$ cat src/rtl/emulib_burst_arbiter.sv
// emulib_burst_arbiter: round-robin arbiter that merges NUM_REQ requester
// streams into one registered output stage (m_valid/m_data/m_last/m_id).
// Optional build macro EMULIB_ARB_BURST_LOCK_EN: when defined, a grant is
// held from the first beat of a burst until its s_last beat (state LOCKED).
// When undefined, every beat is arbitrated on its own and busy stays 0.
module emulib_burst_arbiter #(
  parameter int NUM_REQ = 4,
  parameter int WIDTH   = 32,
  parameter int IDW     = $clog2(NUM_REQ)
) (
  input  logic                     clk,
  input  logic                     rst_n,
  input  logic [NUM_REQ-1:0]       s_valid,
  output logic [NUM_REQ-1:0]       s_ready,
  input  logic [NUM_REQ*WIDTH-1:0] s_data,
  input  logic [NUM_REQ-1:0]       s_last,
  output logic                     m_valid,
  input  logic                     m_ready,
  output logic [WIDTH-1:0]         m_data,
  output logic                     m_last,
  output logic [IDW-1:0]           m_id,
  output logic                     busy
);

  typedef enum logic [0:0] {
    IDLE   = 1'b0,
    LOCKED = 1'b1
  } state_t;

  state_t         state_r, state_nxt_s;
  logic [IDW-1:0] ptr_r, ptr_nxt_s;
  logic [IDW-1:0] grant_r, grant_nxt_s;
  logic [IDW-1:0] win_idx_s;
  logic           win_found_s;
  logic           can_load_s;
  logic           accept_s;

  // Index after idx, wrapping from NUM_REQ-1 back to 0.
  function automatic logic [IDW-1:0] wrap_inc(input logic [IDW-1:0] idx);
    if (int'(idx) == NUM_REQ - 1) begin
      return '0;
    end else begin
      return idx + IDW'(1);
    end
  endfunction

  // The output register can take a new beat when empty or draining this cycle.
  assign can_load_s = !m_valid || m_ready;
  assign accept_s   = can_load_s && win_found_s;
  assign busy       = (state_r == LOCKED);

  // Winner select: granted requester while locked, else round-robin from ptr.
  always_comb begin
    win_found_s = 1'b0;
    win_idx_s   = '0;
    if (state_r == LOCKED) begin
      win_found_s = s_valid[grant_r];
      win_idx_s   = grant_r;
    end else begin
      for (int k = 0; k < NUM_REQ; k++) begin
        if (!win_found_s && s_valid[(int'(ptr_r) + k) % NUM_REQ]) begin
          win_found_s = 1'b1;
          win_idx_s   = IDW'((int'(ptr_r) + k) % NUM_REQ);
        end else begin
          win_found_s = win_found_s;
        end
      end
    end
  end

  // Only the winner sees ready, and only while reset is released.
  always_comb begin
    s_ready = '0;
    if (accept_s && rst_n) begin
      s_ready[win_idx_s] = 1'b1;
    end else begin
      s_ready = '0;
    end
  end

  // Next-state: lock/unlock on burst boundaries and advance the rotation pointer.
  always_comb begin
    state_nxt_s = state_r;
    ptr_nxt_s   = ptr_r;
    grant_nxt_s = grant_r;
    if (accept_s) begin
`ifdef EMULIB_ARB_BURST_LOCK_EN
      if (s_last[win_idx_s]) begin
        state_nxt_s = IDLE;
        ptr_nxt_s   = wrap_inc(win_idx_s);
      end else begin
        state_nxt_s = LOCKED;
        grant_nxt_s = win_idx_s;
      end
`else
      state_nxt_s = IDLE;
      ptr_nxt_s   = wrap_inc(win_idx_s);
`endif
    end else begin
      state_nxt_s = state_r;
    end
  end

  // Arbitration state registers; reset abandons any burst in progress.
  always_ff @(posedge clk or negedge rst_n) begin
    if (!rst_n) begin
      state_r <= IDLE;
      ptr_r   <= '0;
      grant_r <= '0;
    end else begin
      state_r <= state_nxt_s;
      ptr_r   <= ptr_nxt_s;
      grant_r <= grant_nxt_s;
    end
  end

  // Output stage: load on acceptance, otherwise empty once the beat drains.
  always_ff @(posedge clk or negedge rst_n) begin
    if (!rst_n) begin
      m_valid <= 1'b0;
      m_data  <= '0;
      m_last  <= 1'b0;
      m_id    <= '0;
    end else if (accept_s) begin
      m_valid <= 1'b1;
      m_data  <= s_data[win_idx_s*WIDTH +: WIDTH];
      m_last  <= s_last[win_idx_s];
      m_id    <= win_idx_s;
    end else if (m_ready) begin
      m_valid <= 1'b0;
    end else begin
      m_valid <= m_valid;
    end
  end

endmodule

$ cat config.mk
export PLATFORM = sky130hd
export DESIGN_NAME = emulib_burst_arbiter
export DESIGN_NICKNAME = d
export VERILOG_FILES = /design/src/rtl/emulib_burst_arbiter.sv
export SDC_FILE = /design/constraint.sdc
export NUM_CORES = 1
export LEC_CHECK = 0
export CORE_MARGIN = 5
export CORE_UTILIZATION = 35
export DETAILED_ROUTE_END_ITERATION = 8
export PLACE_DENSITY = 0.82
export SLEW_MARGIN = 20
export SYNTH_ARGS = -nofsm -noshare
export SYNTH_HDL_FRONTEND = slang
export SYNTH_SLANG_ARGS = --single-unit
$ cat constraint.sdc
create_clock -name clk -period 2.5 [get_ports clk]
set_input_delay 0.5 -clock clk [delete_from_list [all_inputs] [get_ports clk]]
set_output_delay 0.5 -clock clk [all_outputs]
set_load 0.01 [all_outputs]
==> metrics.txt <==
# TYPE chip_impl_metric gauge
chip_impl_metric{name="edff_count_synth",unit=""} 0
chip_impl_info{name="start_kind",value="primary input"} 1
chip_impl_metric{name="synthesis.instances",unit=""} 233
chip_impl_metric{name="die_w",unit="um"} 93.73
chip_impl_metric{name="synthDistinctLibCells",unit=""} 32
chip_impl_metric{name="syn2layout_area_growth",unit="%"} 82.30
chip_impl_metric{name="wl",unit="mm"} 9.304
chip_impl_metric{name="final_nets",unit=""} 563
chip_impl_metric{name="powerDensity",unit="nW/um2"} 686.8
chip_impl_info{name="synth_commonest_cells",value="dfrtp_1 (38), nor2_1 (34), mux2i_1 (33), o22ai_1 (33), a221oi_1 (23)"} 1
chip_impl_metric{name="timing.hold.ws",unit="ns"} 0.02320
chip_impl_metric{name="ioPinCount",unit=""} 180
chip_impl_metric{name="finalWeightedCongestion",unit=""} 0.8812
chip_impl_metric{name="power_leakage",unit="nW"} 1.897
chip_impl_metric{name="detailedRoute.firstPassIterationCount",unit=""} 4
chip_impl_metric{name="worst_path_arrival_time",unit="ns"} 1.95
chip_impl_metric{name="cp_num_buf_inv",unit=""} 3
chip_impl_metric{name="cts.sinks",unit=""} 38
chip_impl_metric{name="detailroute.via_count",unit=""} 2702
chip_impl_metric{name="yosys_warnings",unit=""} 0
chip_impl_metric{name="cts_hold_buffers",unit=""} 0
chip_impl_metric{name="post_synthesis_register_bit_count",unit=""} 38
chip_impl_metric{name="grt_overflow",unit=""} 0
chip_impl_metric{name="yosysTopAreaCellShare",unit="%"} 38.76
chip_impl_metric{name="post-dp-hpwl",unit="mm"} 7.347
chip_impl_info{name="cts.root.buffer_cell",value="clkbuf_8"} 1
chip_impl_metric{name="grt_max_degree",unit=""} 34
chip_impl_metric{name="track_usage",unit="%"} 20.75
chip_impl_metric{name="setup_viol_count_final",unit=""} 0
chip_impl_metric{name="maxCapViolations",unit=""} 0
chip_impl_info{name="postSynth.topFlopCell",value="dfrtp_1"} 1
chip_impl_metric{name="period_share",unit="%"} 97.97
chip_impl_metric{name="initial_core_utilization",unit="%"} 36.11
chip_impl_metric{name="setup.reg_to_reg.worst_slack",unit="ns"} 0.63
chip_impl_metric{name="clk_latency",unit="ns"} 0.28
chip_impl_metric{name="die_h",unit="um"} 93.73
chip_impl_metric{name="synthesis.nets",unit=""} 374
chip_impl_metric{name="fin_setup_tns",unit="ns"} 0
chip_impl_metric{name="reg2regPathDepth",unit=""} 6
chip_impl_info{name="tritoncts",value="yes"} 1
chip_impl_metric{name="htree_levels",unit=""} 2
chip_impl_info{name="hold_class",value="in -> async"} 1
chip_impl_metric{name="tritoncts.num_buffers",unit=""} 5
chip_impl_metric{name="finalInstanceArea",unit="um2"} 4473
chip_impl_metric{name="synth-async-reset-ratio",unit="%"} 100.0
chip_impl_metric{name="max-vdd-ir-drop",unit="uV"} 611.1
chip_impl_metric{name="placeableCoreArea",unit="um2"} 6794
chip_impl_metric{name="avgRoutedWirePerCell",unit="um"} 17.93
chip_impl_info{name="cp_top_family",value="buffers and inverters"} 1
chip_impl_info{name="unrepaired_setup_endpoints_after_global_routing",value="false"} 1
chip_impl_info{name="critical_path.reg2reg.startpoint",value="ptr_r[0]"} 1
chip_impl_info{name="worst_setup_path_end_kind",value="output pin"} 1
chip_impl_metric{name="vias_per_cell",unit=""} 5.206
chip_impl_metric{name="cpPeakStageDelay",unit="ns"} 0.26
chip_impl_metric{name="finalHoldViolCount",unit=""} 0
chip_impl_info{name="synth_top_area_cell",value="dfrtp_1"} 1
chip_impl_metric{name="drt_drc_violations_left",unit=""} 0
chip_impl_metric{name="worst_ep_required_time",unit="ns"} 2.00
chip_impl_metric{name="drive_gt1_share",unit="%"} 13.95
chip_impl_metric{name="wire_length_of_the_first_global_routing_pass",unit="mm"} 14.42
chip_impl_metric{name="die_area",unit="um2"} 8784
chip_impl_metric{name="slew_violations",unit=""} 0
chip_impl_info{name="crit_path_cell_trace",value="dlygate4sd2_1 -> and2b_4 -> a211oi_2 -> nor2b_2 -> buf_4 -> ha_1 -> and3_1 -> clkdlybuf4s15_1"} 1
chip_impl_metric{name="first_iter_violations",unit=""} 88
chip_impl_info{name="leading_cell_type_by_number_of_instances_after_synthesis",value="dfrtp_1"} 1
chip_impl_info{name="crit_start",value="s_valid[2]"} 1
chip_impl_metric{name="portBuffers",unit=""} 178
chip_impl_metric{name="synthesis.area",unit="um2"} 2454
chip_impl_metric{name="seq_area_frac_synth",unit="%"} 38.76
chip_impl_metric{name="placed_cell_area",unit="um2"} 4353
chip_impl_metric{name="synth.avg_cell_area",unit="um2"} 10.53
chip_impl_info{name="timing_worst_setup_path_type",value="in -> out"} 1
chip_impl_metric{name="clk_transition_reported_paths",unit="ns"} 0.07
chip_impl_info{name="regToRegEndpoint",value="m_last"} 1
chip_impl_metric{name="first_global_vias",unit=""} 2947
chip_impl_metric{name="antenna_found_initial",unit=""} 0
chip_impl_metric{name="timing.critical_path.fanout_max",unit=""} 3
chip_impl_metric{name="timing.fmax",unit="MHz"} 408.3
chip_impl_info{name="timing.critical_path.to",value="s_ready[3]"} 1
chip_impl_info{name="critPathSlowestCell",value="dlygate4sd2_1"} 1
chip_impl_metric{name="clock-skew-final",unit="ns"} 0.004392
chip_impl_info{name="run_status",value="finished clean"} 1
chip_impl_metric{name="fp-row-count",unit=""} 30
chip_impl_metric{name="antenna_cells_inserted",unit=""} 0
chip_impl_metric{name="worstSetupPathDepth",unit=""} 8
chip_impl_metric{name="clock_path_buffers",unit=""} 2
chip_impl_metric{name="period_needed",unit="ns"} 2.449
chip_impl_metric{name="ant_nets",unit=""} 0
chip_impl_info{name="synth_top_cells_by_area",value="dfrtp_1 (39%), mux2i_1 (13%), o22ai_1 (8.4%), a221oi_1 (8.2%), a221oi_2 (6.1%)"} 1
-- worst min path at each step --
stage | cells after the start | to | slack, ns | start
final | 1 | m_data[4] | 0.02 | rst_n
after global routing | 1 | m_data[4] | 0.02 | rst_n
after CTS | 1 | m_data[4] | 0.02 | rst_n
after global placement | 1 | m_data[4] | 0.33 | rst_n
after floorplan | 0 | m_data[0] | 0.20 | rst_n
after detailed placement | 1 | m_data[4] | 0.33 | rst_n
-- sequential cells by signal (all words and copies together), names as in the netlist --
register	cells
m_id	2
m_last	1
m_data	32
ptr_r	2
m_valid	1
-- area by class of cell --
class | instances | area, um2
Clock buffer | 7 | 86.33
Tap cell | 96 | 120.1
Clock inverter | 1 | 5.005
Sequential cell | 38 | 950.9
Multi-Input combinational cell | 169 | 1320
Timing Repair Buffer | 205 | 1979
Inverter | 3 | 11.26
Fill cell | 576 | 2321
-- metrics by stage --
stage | setup WS, ns | power (mW) | util, % | std cells
2_1_floorplan | 0.4534 | 1.904 | - | 233
3_3_place_gp | -0.3594 | 2.589 | 64.07 | 508
3_5_place_dp | -0.4076 | 2.627 | 64.07 | 508
4_1_cts | 0.005229 | 3.083 | 65.76 | 518
5_1_grt | 0.0001508 | 3.265 | 65.84 | 519
6_report | 0.05063 | 3.072 | 65.84 | 519
-- worst register-to-register path, delay by kind of cell, from the launching register on --
| family | cells | cell delay, ns |
|---|---|---|
| compound gates | 4 | 0.76 |
| buf+inv | 1 | 0.27 |
| flops | 1 | 0.42 |
| simple gates | 1 | 0.30 |
-- logic make-up (layout without fill, tap and decap cells) --
logic type	after synthesis	in the layout	synth area share [%]
fa+ha+maj	2	2	1.020
buf+inv	26	216	8.822
flops	38	38	38.76
compound gates	79	79	27.33
simple gates	54	54	10.45
other cells	1	1	0.1528
mux	33	33	13.46
-- what timing repair did --
item                       in CTS  in global routing
gates resized for setup        12                  4
setup buffers                   2                  1
setup endpoints to repair       4                  2
pin swaps                       1                  0
-- power by group --
part	leakage [nW]	switching (mW)	internal, mW	total, mW
Sequential	0.434	0.113	0.803	0.916
Clock	0.0482	0.217	0.223	0.439
Combinational	1.41	0.784	0.933	1.72
-- cells in the final DEF (no fill, tap or decap), types with 4 or more instances in the layout --
cell / count
clkbuf_8: 6
and3_1: 4
dfrtp_1: 38
a221oi_1: 23
clkdlybuf4s50_1: 169
dlygate4sd2_1: 6
buf_4: 26
nor2_1: 34
o22ai_1: 33
a221oi_2: 10
mux2i_1: 33
nand2_1: 8
-- metal layers --
| layer | global-route usage, % | up-vias | wire length (um) | part of all wire (%) |
|---|---|---|---|---|
| met4 | 6.017 | 0 | 165 | 1.8 |
| met5 | 0 | - | 0 | 0 |
| met2 | 39.44 | 114 | 4977 | 53 |
| li1 | - | 1280 | - | - |
| met1 | 22.84 | 1294 | 3582 | 38 |
| met3 | 4.487 | 14 | 579 | 6.2 |
Power figures use the tool's default switching activity.
